$ cat src/rtl/ahbl_pkg.sv
// Shared AHB-Lite encodings for the two-master arbiter: transfer types,
// data-phase owner and the captured address-phase record.
package ahbl_pkg;

    typedef enum logic [1:0] {
        HTRANS_IDLE   = 2'b00,
        HTRANS_BUSY   = 2'b01,
        HTRANS_NONSEQ = 2'b10,
        HTRANS_SEQ    = 2'b11
    } htrans_t;

    typedef enum logic [1:0] {
        OWN_NONE = 2'b00,
        OWN_M0   = 2'b01,
        OWN_M1   = 2'b10
    } owner_t;

    typedef struct packed {
        logic [31:0] addr;
        logic        write;
        logic [2:0]  size;
    } aphase_t;

endpackage

$ cat src/rtl/ahbl_arb2_pend.sv
// One-entry holding buffer for an address phase that the master believes
// was accepted but that could not yet be forwarded to the slave.
module ahbl_arb2_pend
    import ahbl_pkg::*;
(
    input  logic    clk,
    input  logic    rst_n,
    input  logic    capture,
    input  logic    clear,
    input  aphase_t live,
    output logic    valid,
    output aphase_t held
);

    always_ff @(posedge clk or negedge rst_n) begin
        if (!rst_n) begin
            valid <= 1'b0;
            held  <= '0;
        end else if (capture) begin
            valid <= 1'b1;
            held  <= live;
        end else if (clear) begin
            valid <= 1'b0;
        end
    end

endmodule

$ cat src/rtl/ahbl_arb2.sv
// Two-master AHB-Lite arbiter in front of a single slave. Losing or stalled
// address phases are parked in a per-master buffer and replayed later.
module ahbl_arb2
    import ahbl_pkg::*;
#(
    parameter bit RR_EN = 1'b1
) (
    input  logic        HCLK,
    input  logic        HRESETn,
    input  logic [31:0] M0_HADDR,
    input  logic [1:0]  M0_HTRANS,
    input  logic        M0_HWRITE,
    input  logic [2:0]  M0_HSIZE,
    input  logic [31:0] M0_HWDATA,
    output logic        M0_HREADY,
    output logic [31:0] M0_HRDATA,
    input  logic [31:0] M1_HADDR,
    input  logic [1:0]  M1_HTRANS,
    input  logic        M1_HWRITE,
    input  logic [2:0]  M1_HSIZE,
    input  logic [31:0] M1_HWDATA,
    output logic        M1_HREADY,
    output logic [31:0] M1_HRDATA,
    output logic [31:0] S_HADDR,
    output logic [1:0]  S_HTRANS,
    output logic        S_HWRITE,
    output logic [2:0]  S_HSIZE,
    output logic [31:0] S_HWDATA,
    output logic        S_HREADY,
    input  logic        S_HREADYOUT,
    input  logic [31:0] S_HRDATA,
    output logic [1:0]  dbg_owner
);

    owner_t     owner;
    owner_t     last_grant;
    logic       s_ready;
    logic [1:0] m_ready;
    logic [1:0] live;
    logic [1:0] req;
    logic [1:0] win;
    logic [1:0] pend_valid;
    logic [1:0] capture;
    logic [1:0] clear;
    aphase_t    live_ap [2];
    aphase_t    pend_ap [2];
    aphase_t    win_ap;

    assign s_ready = (owner == OWN_NONE) ? 1'b1 : S_HREADYOUT;

    // A master with a parked beat is held off unless it owns the data phase.
    assign m_ready[0] = (owner == OWN_M0) ? S_HREADYOUT : !pend_valid[0];
    assign m_ready[1] = (owner == OWN_M1) ? S_HREADYOUT : !pend_valid[1];

    assign live[0] = ((M0_HTRANS == HTRANS_NONSEQ) || (M0_HTRANS == HTRANS_SEQ)) && m_ready[0];
    assign live[1] = ((M1_HTRANS == HTRANS_NONSEQ) || (M1_HTRANS == HTRANS_SEQ)) && m_ready[1];
    assign req     = pend_valid | live;

    assign live_ap[0] = '{addr: M0_HADDR, write: M0_HWRITE, size: M0_HSIZE};
    assign live_ap[1] = '{addr: M1_HADDR, write: M1_HWRITE, size: M1_HSIZE};

    // Pending beats outrank live ones; a tie falls to priority or round-robin.
    always_comb begin
        win = 2'b00;
        if (HRESETn && s_ready) begin
            if (req == 2'b11) begin
                if (pend_valid[0] != pend_valid[1]) begin
                    win = pend_valid[0] ? 2'b01 : 2'b10;
                end else if (RR_EN && (last_grant == OWN_M0)) begin
                    win = 2'b10;
                end else begin
                    win = 2'b01;
                end
            end else begin
                win = req;
            end
        end
    end

    always_comb begin
        win_ap = '0;
        if (win[0]) begin
            win_ap = pend_valid[0] ? pend_ap[0] : live_ap[0];
        end else if (win[1]) begin
            win_ap = pend_valid[1] ? pend_ap[1] : live_ap[1];
        end
    end

    // Pending and live beats of one master never coexist, so a losing live
    // beat always finds its buffer empty.
    assign capture = live & ~win;
    assign clear   = win & pend_valid;

    ahbl_arb2_pend u_pend0 (
        .clk     (HCLK),
        .rst_n   (HRESETn),
        .capture (capture[0]),
        .clear   (clear[0]),
        .live    (live_ap[0]),
        .valid   (pend_valid[0]),
        .held    (pend_ap[0])
    );

    ahbl_arb2_pend u_pend1 (
        .clk     (HCLK),
        .rst_n   (HRESETn),
        .capture (capture[1]),
        .clear   (clear[1]),
        .live    (live_ap[1]),
        .valid   (pend_valid[1]),
        .held    (pend_ap[1])
    );

    always_ff @(posedge HCLK or negedge HRESETn) begin
        if (!HRESETn) begin
            owner      <= OWN_NONE;
            last_grant <= OWN_M1;
        end else begin
            if (s_ready) begin
                owner <= win[0] ? OWN_M0 : (win[1] ? OWN_M1 : OWN_NONE);
            end
            if (|win) begin
                last_grant <= win[0] ? OWN_M0 : OWN_M1;
            end
        end
    end

    always_comb begin
        case (owner)
            OWN_M0:  S_HWDATA = M0_HWDATA;
            OWN_M1:  S_HWDATA = M1_HWDATA;
            default: S_HWDATA = '0;
        endcase
    end

    assign S_HADDR   = win_ap.addr;
    assign S_HWRITE  = win_ap.write;
    assign S_HSIZE   = win_ap.size;
    assign S_HTRANS  = (|win) ? HTRANS_NONSEQ : HTRANS_IDLE;
    assign S_HREADY  = s_ready;
    assign M0_HREADY = m_ready[0];
    assign M1_HREADY = m_ready[1];
    assign M0_HRDATA = S_HRDATA;
    assign M1_HRDATA = S_HRDATA;
    assign dbg_owner = owner;

endmodule

$ cat config.mk
export PLATFORM = sky130hd
export DESIGN_NAME = ahbl_arb2
export DESIGN_NICKNAME = d
export VERILOG_FILES = /design/src/rtl/ahbl_pkg.sv /design/src/rtl/ahbl_arb2_pend.sv /design/src/rtl/ahbl_arb2.sv
export SDC_FILE = /design/constraint.sdc
export NUM_CORES = 1
export LEC_CHECK = 0
export CAP_MARGIN = 30
export CORE_AREA = 2 2 124 126
export DETAILED_ROUTE_END_ITERATION = 6
export DIE_AREA = 0 0 126 128
export HOLD_SLACK_MARGIN = 0.1
export PLACE_DENSITY = 0.76
export SKIP_CTS_REPAIR_TIMING = 1
export SYNTH_ARGS = -nofsm -noshare
export SYNTH_HDL_FRONTEND = slang
export SYNTH_SLANG_ARGS = --single-unit
$ cat constraint.sdc
create_clock -name HCLK -period 2.7 [get_ports HCLK]
set_input_delay 0.54 -clock HCLK [delete_from_list [all_inputs] [get_ports HCLK]]
set_output_delay 0.54 -clock HCLK [all_outputs]
set_load 0.02 [all_outputs]
==> results of run 1 <==
[cells in the mapped netlist]
| cell type | n |
|---|---|
| buf_2 | 5 |
| nor3b_1 | 1 |
| mux2i_1 | 72 |
| conb_1 | 1 |
| a31oi_1 | 1 |
| a21boi_0 | 2 |
| buf_4 | 68 |
| ha_1 | 3 |
| o22ai_1 | 36 |
| and3b_1 | 1 |
| dfstp_2 | 1 |
| buf_1 | 5 |
| a311oi_2 | 1 |
| mux2_4 | 30 |
| o21a_1 | 1 |
| and3_1 | 2 |
| dfrtp_1 | 77 |
| mux2_1 | 15 |
| o21ai_0 | 4 |
| a22oi_1 | 32 |
| nand2_1 | 1 |
| nand4b_1 | 1 |
| a21oi_1 | 3 |
| nand2b_1 | 3 |
| nor2_1 | 1 |
| mux2_2 | 27 |
| clkbuf_1 | 18 |
| nor2b_1 | 34 |
| inv_1 | 6 |
| o2111ai_1 | 1 |
| nand3b_1 | 1 |
| buf_6 | 4 |
[layout make-up]
cell class,count,area (um^2)
multi-input combinational,274,2565
clock buffer,11,252.7
fill,1370,7343
antenna,1,2.502
sequential,78,1956
tap,188,235.2
clock inverter,5,81.33
timing repair buffer,241,2406
inverter,6,22.52
[cells by family (layout without fill, tap and decap cells)]
| kind of cell | count (synthesis) | in the layout | share of synthesized area, % |
|---|---|---|---|
| and+or+nand+nor | 45 | 45 | 5.499 |
| AOI/OAI and AO/OA | 81 | 81 | 10.71 |
| buffers and inverters | 106 | 263 | 13.35 |
| DFF | 78 | 78 | 37.82 |
| adders and majority gates | 3 | 3 | 0.7268 |
| muxes | 144 | 144 | 31.83 |
| other | 1 | 2 | 0.07260 |
[worst paths after layout]
check                                                     to  cells after the start
worst max-delay path                             S_HADDR[25]                      7
worst min-delay path               last_grant[0]$_DFFE_PN0P_                      2
worst max register to register   u_pend1.held[4]$_DFFE_PN0P_                      9
worst min register to register  u_pend1.held[23]$_DFFE_PN0P_                      1
max in group asynchronous       u_pend0.held[24]$_DFFE_PN0P_                      3
min in group HCLK               u_pend1.held[23]$_DFFE_PN0P_                      1
[metal layers]
layer / vias up / GRT usage [%]
met5: - / 0.9288
met4: 2 / 7.111
met3: 29 / 10.35
met2: 216 / 39.25
met1: 2044 / 24.87
li1: 1899 / -
[report_power, final]
group	switching (uW)	total [uW]	internal [uW]
logic	2500	5160	2650
registers	352	2140	1790
clock network	488	1350	860
[through the flow]
stage,total power [uW],hold WS (ns)
detailed placement,7304,0.4747
global route,9102,0.2585
finish,8644,0.2371
floorplan,5503,0.2444
CTS,8704,0.2362
global placement,7141,0.4662
[placed cells by master, fill, tap and decap left out, types with 3 or more instances in the layout]
master           count
mux2_4              30
clkdlybuf4s50_1    145
buf_4               53
a22oi_1             32
buf_6                3
o22ai_1             30
o22ai_2              6
dlymetal6s2s_1      31
inv_1                6
a21oi_1              3
nand2b_1             3
mux2_2              27
dfrtp_1             75
o21ai_0              4
mux2i_1             72
mux2_1              15
nor2b_1             33
clkbuf_16            9
buf_12               6
ha_1                 3
[flip-flops by register name, summed over array words and instances (netlist names)]
signal / count
u_pend0.held: 36
u_pend1.held: 36
dbg_owner: 2
last_grant: 2
u_pend0.valid: 1
u_pend1.valid: 1
==> run_results.csv, run 1 <==
group,metric,value,unit
status,outcome,"complete, but fails checks",
status,violations,"setup timing",
setup_path,cp_top_family,"buffers and inverters",
timing,slew_headroom,58.51,%
setup_path,cp_cell_sequence,"clkdlybuf4s50_1, nand2b_1, a311oi_2, nand3b_1, buf_6, o22ai_1, buf_4",
setup_path,ff2ff_setup_slack,0.20,ns
global_routing,grt_pass1_vias,4469,
synthesis,synthCells,458,
setup_path,critPathKind,"input pin to output pin",
setup_path,cp_max_fo,17,
die,core,14860,um^2
power,vdd_drop_max,0.0006126,V
route,final_antenna_net_count,0,
placed_design,placed_area,7123,um^2
clocking,numCtsBuffers,9,
placed_design,routabilityCongestion,0.9854,
power,p_leak,0.003786,uW
final_layout,final-instance-count-excl-fill,804,
timing,setup_violations,36,
timing,max_freq,0.3527,GHz
route,wl_per_cell,23.69,um
synthesis,syn_area,5165,um^2
final_layout,drive_gt1_share,24.55,%
setup_path,slowest_stage,"clkdlybuf4s50_1",
flow_run,max_cap_violations,0,
route,drt-total-wl,19.05,mm
clocking,clock_path_buffers,2,
setup_path,worstSetupEndpointType,"output pin",
clocking,cts_sinks,78,
setup_path,crit_start,"S_HREADYOUT",
global_routing,grt_pass1_wl,27.34,mm
die,die_x,126,um
die,die_h,128,um
synthesis,synth_cell_types,32,
synthesis,synth_top_area_share,37.31,%
placed_design,dp_hpwl,15.06,mm
die,initial_core_util,34.75,%
route,via_per_inst,5.211,
timing,final.setup.worst_slack,-0.1354,ns
route,met3_length,2.112,mm
timing,rsz0062_at_grt,"true",
clocking,htreeDepth,3,
die,core.rowCount,45,
route,drcViolationCount,0,
route,wl_met2,9.565,mm
route,dr.pass1.iters,5,
clocking,clkTransAtPathRegs,0.06,ns
global_routing,track_usage,22.69,%
power,power_density,1149,nW/um^2
synthesis,ys_top_cells_by_area,"dfrtp_1 (37%), mux2i_1 (14%), buf_4 (9.9%)",
timing,finalSetupTns,-3.418,ns
global_routing,grt_antenna_before_repair,2,
global_routing,grt_max_degree,50,
synthesis,post_synth.cell_area_avg,11.28,um^2
min_path,min_path_type,"input pin to async pin",
setup_path,startpoint_type,"input pin",
global_routing,overflow,0,
setup_path,path_buf_inv,3,
final_layout,final_area,7521,um^2
synthesis,ys_seq_elements,78,
timing,worst_slew_pin_slew,0.6223,ns
timing,period_share,105.0,%
setup_path,cp.required,2.16,ns
final_layout,area_growth,45.62,%
route,wl_met1,6.972,mm
timing,slew_violations,0,
timing,period_needed,2.835,ns
clocking,root_buffer,"clkbuf_16",
timing,skew,0.01073,ns
clocking,cts_tree,"built",
setup_path,arrival,2.30,ns
synthesis,yosys_warnings,0,
synthesis,yosysSeqAreaShare,37.81,%
placed_design,dp.cells,786,
die,dieArea,16130,um^2
route,drtIter0Drc,186,
timing,hold_violations,0,
synthesis,synthesis.nets,636,
final_layout,final_util,50.60,%
placed_design,dpl_worst_slack,-0.6020,ns
setup_path,slowest_delay,0.44,ns
placed_design,port_buffers,214,
route,routed.top_layer,"met5",
synthesis,yosysTopAreaCell,"dfrtp_1",
die,ios,314,
final_layout,nets,788,
route,via_count,4190,
setup_path,reg2reg_from,"dbg_owner[0]$_DFFE_PN0N_",
clocking,clk_latency,0.34,ns
Power figures use the tool's default switching activity.
==> inputs of run 2 (changes only) <==
Settings changed: CORE_AREA 2 2 124 126 to 2 2 123 125, DIE_AREA 0 0 126 128 to 0 0 125 127, PLACE_DENSITY 0.76 to 0.77, REMOVE_ABC_BUFFERS set to 1.
Clock period 2.7 ns to 3.55 ns, I/O delays scaled along.
==> run_results.csv, run 2 (same netlist as run 1, synthesis figures left out) <==
group,metric,value,unit
final_layout,reg_top3,"u_pend0.held (36), u_pend1.held (36)",
timing,max_freq,0.2916,GHz
route,via_per_inst,5.332,
route,final_antenna_net_count,0,
power,p_comb_share,61.5,%
die,initial_core_util,35.81,%
placed_design,placed_area,7126,um^2
placed_design,dp.cells,777,
power,p_seq_share,25.5,%
timing,rsz0062_at_grt,"false",
status,outcome,"finished, final reports clean",
route,wl_per_cell,22.43,um
clocking,cts_tree,"built",
timing,period_share,96.59,%
setup_path,slowest_delay,0.70,ns
power,vdd_drop_max,0.0003690,V
route,drt-total-wl,17.79,mm
setup_path,cp_max_fo,4,
die,dieArea,15880,um^2
power,swShare,38.99,%
timing,skew,0.007461,ns
timing,hold_violations,0,
global_routing,grt_pass1_vias,4651,
clocking,htreeDepth,3,
global_routing,grt_max_degree,59,
final_layout,nets,782,
placed_design,routabilityCongestion,0.8400,
setup_path,cp.required,2.84,ns
setup_path,worstSetupEndpointType,"output pin",
clocking,root_buffer,"clkbuf_16",
power,p_leak,0.003692,uW
power,power_frac_clock,13.0,%
placed_design,dpl_worst_slack,-0.1108,ns
final_layout,area_growth,44.91,%
global_routing,overflow,0,
route,drtIter0Drc,152,
power,p_sw,2470,uW
final_layout,fillers,1248,
timing,setup_violations,0,
timing,finalSetupTns,0,ns
flow_run,max_cap_violations,0,
setup_path,path_buf_inv,4,
global_routing,track_usage,21.68,%
final_layout,mostFrequentLayoutCell,"clkdlybuf4s50_1",
die,ios,314,
timing,final.setup.worst_slack,0.1212,ns
route,met3_length,2.466,mm
global_routing,grt_antenna_before_repair,1,
route,routed.top_layer,"met5",
timing,period_needed,3.429,ns
route,drcViolationCount,0,
route,wl_met1,6.975,mm
route,dr.pass1.iters,5,
die,core,14420,um^2
setup_path,cp_cell_sequence,"clkdlybuf4s50_1, buf_4, nor2_1, nor2b_2, buf_4, a21boi_0, clkdlybuf4s50_1",
clocking,cts_sinks,78,
final_layout,drive_gt1_share,16.75,%
route,via_count,4228,
die,die_h,127,um
clocking,clk_latency,0.33,ns
placed_design,dp_hpwl,13.28,mm
timing,slew_violations,0,
global_routing,grt_pass1_wl,26.80,mm
power,power_density,846.5,nW/um^2
die,core.rowCount,44,
clocking,numCtsBuffers,9,
clocking,clock_path_buffers,2,
route,wl_met2,7.849,mm
final_layout,final_area,7485,um^2
placed_design,port_buffers,214,
setup_path,arrival,2.72,ns
setup_path,cp_top_family,"buffers and inverters",
die,die_x,125,um
setup_path,critPathKind,"input pin to output pin",
final_layout,final-instance-count-excl-fill,793,
setup_path,startpoint_type,"input pin",
power,internal_power,3866,uW
power,p_total,6336,uW
final_layout,final_cell_mix,"clkdlybuf4s50_1 (177), dfrtp_1 (75), mux2i_1 (72)",
min_path,min_path_type,"input pin to async pin",
setup_path,slowest_stage,"clkdlybuf4s50_1",
final_layout,insertedDiodeCount,0,
clocking,clkTransAtPathRegs,0.06,ns
-- run 2: final timing paths --
path	start	to	slack (ns)	cells after the start
setup / recovery	S_HREADYOUT	S_HTRANS[1]	0.12	7
max in group asynchronous	HRESETn	u_pend1.held[31]$_DFFE_PN0P_	2.59	3
hold / removal	HRESETn	u_pend1.held[3]$_DFFE_PN0P_	0.38	2
min in group HCLK	u_pend1.held[14]$_DFFE_PN0P_	u_pend1.held[14]$_DFFE_PN0P_	0.49	1
hold reg to reg	u_pend1.held[14]$_DFFE_PN0P_	u_pend1.held[14]$_DFFE_PN0P_	0.49	1
setup reg to reg	dbg_owner[0]$_DFFE_PN0N_	u_pend1.held[8]$_DFFE_PN0P_	0.91	9
-- run 2: through the flow --
| stage | util [%] | hold slack, ns |
|---|---|---|
| after CTS | 51.25 | 0.3807 |
| after global routing | 51.89 | 0.4029 |
| after floorplan | - | 0.4144 |
| final | 51.89 | 0.3796 |
| after detailed placement | 49.40 | 0.4758 |
| after global placement | 49.21 | 0.4669 |
-- run 2: worst register-to-register path, cell delays in order (launching register included) --
cell	delay [ns]
dfrtp_1	0.39
inv_1	0.10
ha_1	0.18
nand2b_1	0.11
a21oi_1	0.24
nand4b_1	0.23
buf_12	0.22
and3_2	0.47
buf_12	0.22
mux2_2	0.36
-- run 2: power groups by stage --
stage | logic (uW) | clock network (uW) | registers, uW
4_1_cts | 3980 | 854 | 1610
2_1_floorplan | 2310 | 0 | 1690
3_5_place_dp | 3970 | 0 | 1620
3_3_place_gp | 3870 | 0 | 1580
6_report | 3890 | 826 | 1620
5_1_grt | 4140 | 893 | 1670
-- run 2: per-layer routing --
layer,vias to the layer above,track usage (%)
li1,1881,-
met1,2010,25.40
met2,304,33.02
met3,25,13.19
met4,8,5.490
met5,-,7.740
-- run 2: final cells by class --
class / instances / area (um^2) / area share [%]
clock buffers: 9 / 225.2 / 3.009
well taps: 184 / 230.2 / 3.076
flip-flops and latches: 78 / 1956 / 26.13
repair buffers: 235 / 2482 / 33.17
multi-input cells: 274 / 2527 / 33.77
inverters: 6 / 22.52 / 0.3009
clock inverters: 7 / 41.29 / 0.5517
==> inputs of run 3 (changes only) <==
Settings changed: CORE_AREA 2 2 123 125 to 2 2 124 126, DIE_AREA 0 0 125 127 to 0 0 126 128, PLACE_DENSITY 0.77 to 0.76.
Clock period 3.55 ns to 3.7 ns, I/O delays scaled along.
==> run_results.csv, run 3 (same netlist as run 1, synthesis figures left out) <==
group,metric,value,unit
status,outcome,"finished, final reports clean",
power,power_density,824.3,nW/um^2
final_layout,final_cell_mix,"clkdlybuf4s50_1 (186), dfrtp_1 (75), mux2i_1 (72)",
clocking,cts_tree,"built",
timing,hold_violations,0,
route,drt-total-wl,17.20,mm
global_routing,grt_antenna_before_repair,1,
clocking,htreeDepth,3,
min_path,min_path_type,"input pin to async pin",
route,drtIter0Drc,159,
route,wl_per_cell,21.74,um
final_layout,reg_top3,"u_pend0.held (36), u_pend1.held (36)",
final_layout,fillers,1305,
final_layout,drive_gt1_share,15.28,%
die,die_x,126,um
setup_path,startpoint_type,"input pin",
global_routing,grt_max_degree,43,
placed_design,dp_hpwl,12.42,mm
clocking,root_buffer,"clkbuf_16",
clocking,clock_path_buffers,2,
final_layout,final_area,7428,um^2
clocking,cts_sinks,78,
die,core.rowCount,45,
global_routing,grt_pass1_vias,4492,
final_layout,mostFrequentLayoutCell,"clkdlybuf4s50_1",
die,die_h,128,um
timing,period_share,99.07,%
die,dieArea,16130,um^2
placed_design,dpl_worst_slack,0.02141,ns
clocking,clkTransAtPathRegs,0.06,ns
setup_path,worst_path_most_repeated_cell,"clkdlybuf4s50_1",
final_layout,final_util,49.97,%
flow_run,max_cap_violations,0,
final_layout,nets,775,
die,initial_core_util,34.75,%
setup_path,r2r-end,"u_pend0.held[5]$_DFFE_PN0P_",
global_routing,overflow,0,
power,p_leak,0.003522,uW
die,ios,314,
setup_path,cp.required,2.96,ns
setup_path,worstSetupEndpointType,"output pin",
setup_path,reg2reg_from,"u_pend0.valid$_DFFE_PN0P_",
setup_path,slowest_delay,0.64,ns
route,via_count,4222,
timing,worst_slew_pin_slew,0.7288,ns
timing,hold_ws,0.4867,ns
route,final_antenna_net_count,0,
setup_path,cp_max_fo,30,
placed_design,dp.cells,774,
setup_path,cp_cell_sequence,"clkdlybuf4s50_1, nand2b_1, a311oi_2, nand3b_1, buf_12, o22ai_1, clkdlybuf4s50_1",
timing,period_needed,3.665,ns
clocking,numCtsBuffers,9,
setup_path,slowest_stage,"clkdlybuf4s50_1",
setup_path,critPathKind,"input pin to output pin",
route,via_per_inst,5.338,
clocking,clk_latency,0.34,ns
final_layout,final-instance-count-excl-fill,791,
placed_design,routabilityCongestion,0.7582,
global_routing,grt_pass1_wl,25.55,mm
timing,slew_headroom,51.42,%
setup_path,arrival,2.93,ns
setup_path,path_buf_inv,3,
global_routing,track_usage,20.59,%
timing,slew_violations,0,
placed_design,port_buffers,214,
timing,max_freq,0.2728,GHz
timing,setup_violations,0,
timing,final.setup.worst_slack,0.03454,ns
power,vdd_drop_max,0.0004020,V
die,core,14860,um^2
setup_path,r2r_cells,7,
route,dr.pass1.iters,4,
route,drcViolationCount,0,
placed_design,placed_area,7046,um^2
setup_path,ff2ff_setup_slack,1.20,ns
final_layout,area_growth,43.82,%
timing,skew,0.008395,ns
setup_path,cp_top_family,"buffers and inverters",
## run 3: cell types whose count changed in the layout (fill, tap and decap cells not counted)
cell and delta:
clkdlybuf4s50_1 +9, clkbuf_1 +2, buf_4 -5, clkbuf_8 +3, nor2b_1 +1, diode_2 +1, dlymetal6s2s_1 -9, nor2b_2 -1
buf_16 -1, clkinvlp_4 -1, bufinv_16 +1, buf_12 -1, clkinv_2 -5
## run 3: metrics by stage
step	TNS, ns	total power [uW]
6_report	0	6123
5_1_grt	-0.03787	6486
4_1_cts	-0.007008	6215
3_5_place_dp	0	5254
3_3_place_gp	0	5129
2_1_floorplan	-60.51	3840
## run 3: power by group
part | switching (uW) | total (uW) | internal, uW
sequential | 307 | 1610 | 1300
clock | 344 | 923 | 580
combinational | 1690 | 3590 | 1900
total | 2340 | 6120 | 3780
## run 3: final cells by class
cell class / count / area (um^2) / area share [%]
Inverter: 6 / 22.52 / 0.3032
Antenna cell: 1 / 2.502 / 0.03369
Sequential cell: 78 / 1956 / 26.33
Clock buffer: 14 / 274.0 / 3.689
Clock inverter: 2 / 38.79 / 0.5221
Tap cell: 188 / 235.2 / 3.167
Timing Repair Buffer: 228 / 2375 / 31.97
Multi-Input combinational cell: 274 / 2525 / 33.99
## run 3: worst max-delay path by stage
stage / start / to / cells past startpoint
finish: S_HREADYOUT / S_HADDR[5] / 7
global route: S_HREADYOUT / S_HADDR[5] / 7
CTS: S_HREADYOUT / S_HADDR[11] / 7
detailed placement: S_HREADYOUT / S_HADDR[11] / 7
global placement: S_HREADYOUT / S_HADDR[23] / 7
floorplan: u_pend1.valid$_DFFE_PN0P_ / u_pend0.held[4]$_DFFE_PN0P_ / 5
## run 3: per-layer routing
metal / GRT usage, % / vias up / share of wire (%)
li1: - / 1871 / -
met1: 23.80 / 2074 / 40
met2: 31.66 / 260 / 45
met3: 12.40 / 15 / 14
met4: 6.206 / 2 / 1.0
met5: 4.025 / - / 0.17
## run 3: worst reg2reg max path, cell delays in order (launching register included)
cell and delay, ns:
dfrtp_2 0.58, nor3b_1 0.31, a311oi_2 0.14, nand3b_1 0.18, buf_12 0.23, and3_2 0.25, buf_12 0.26, mux2_2 0.44
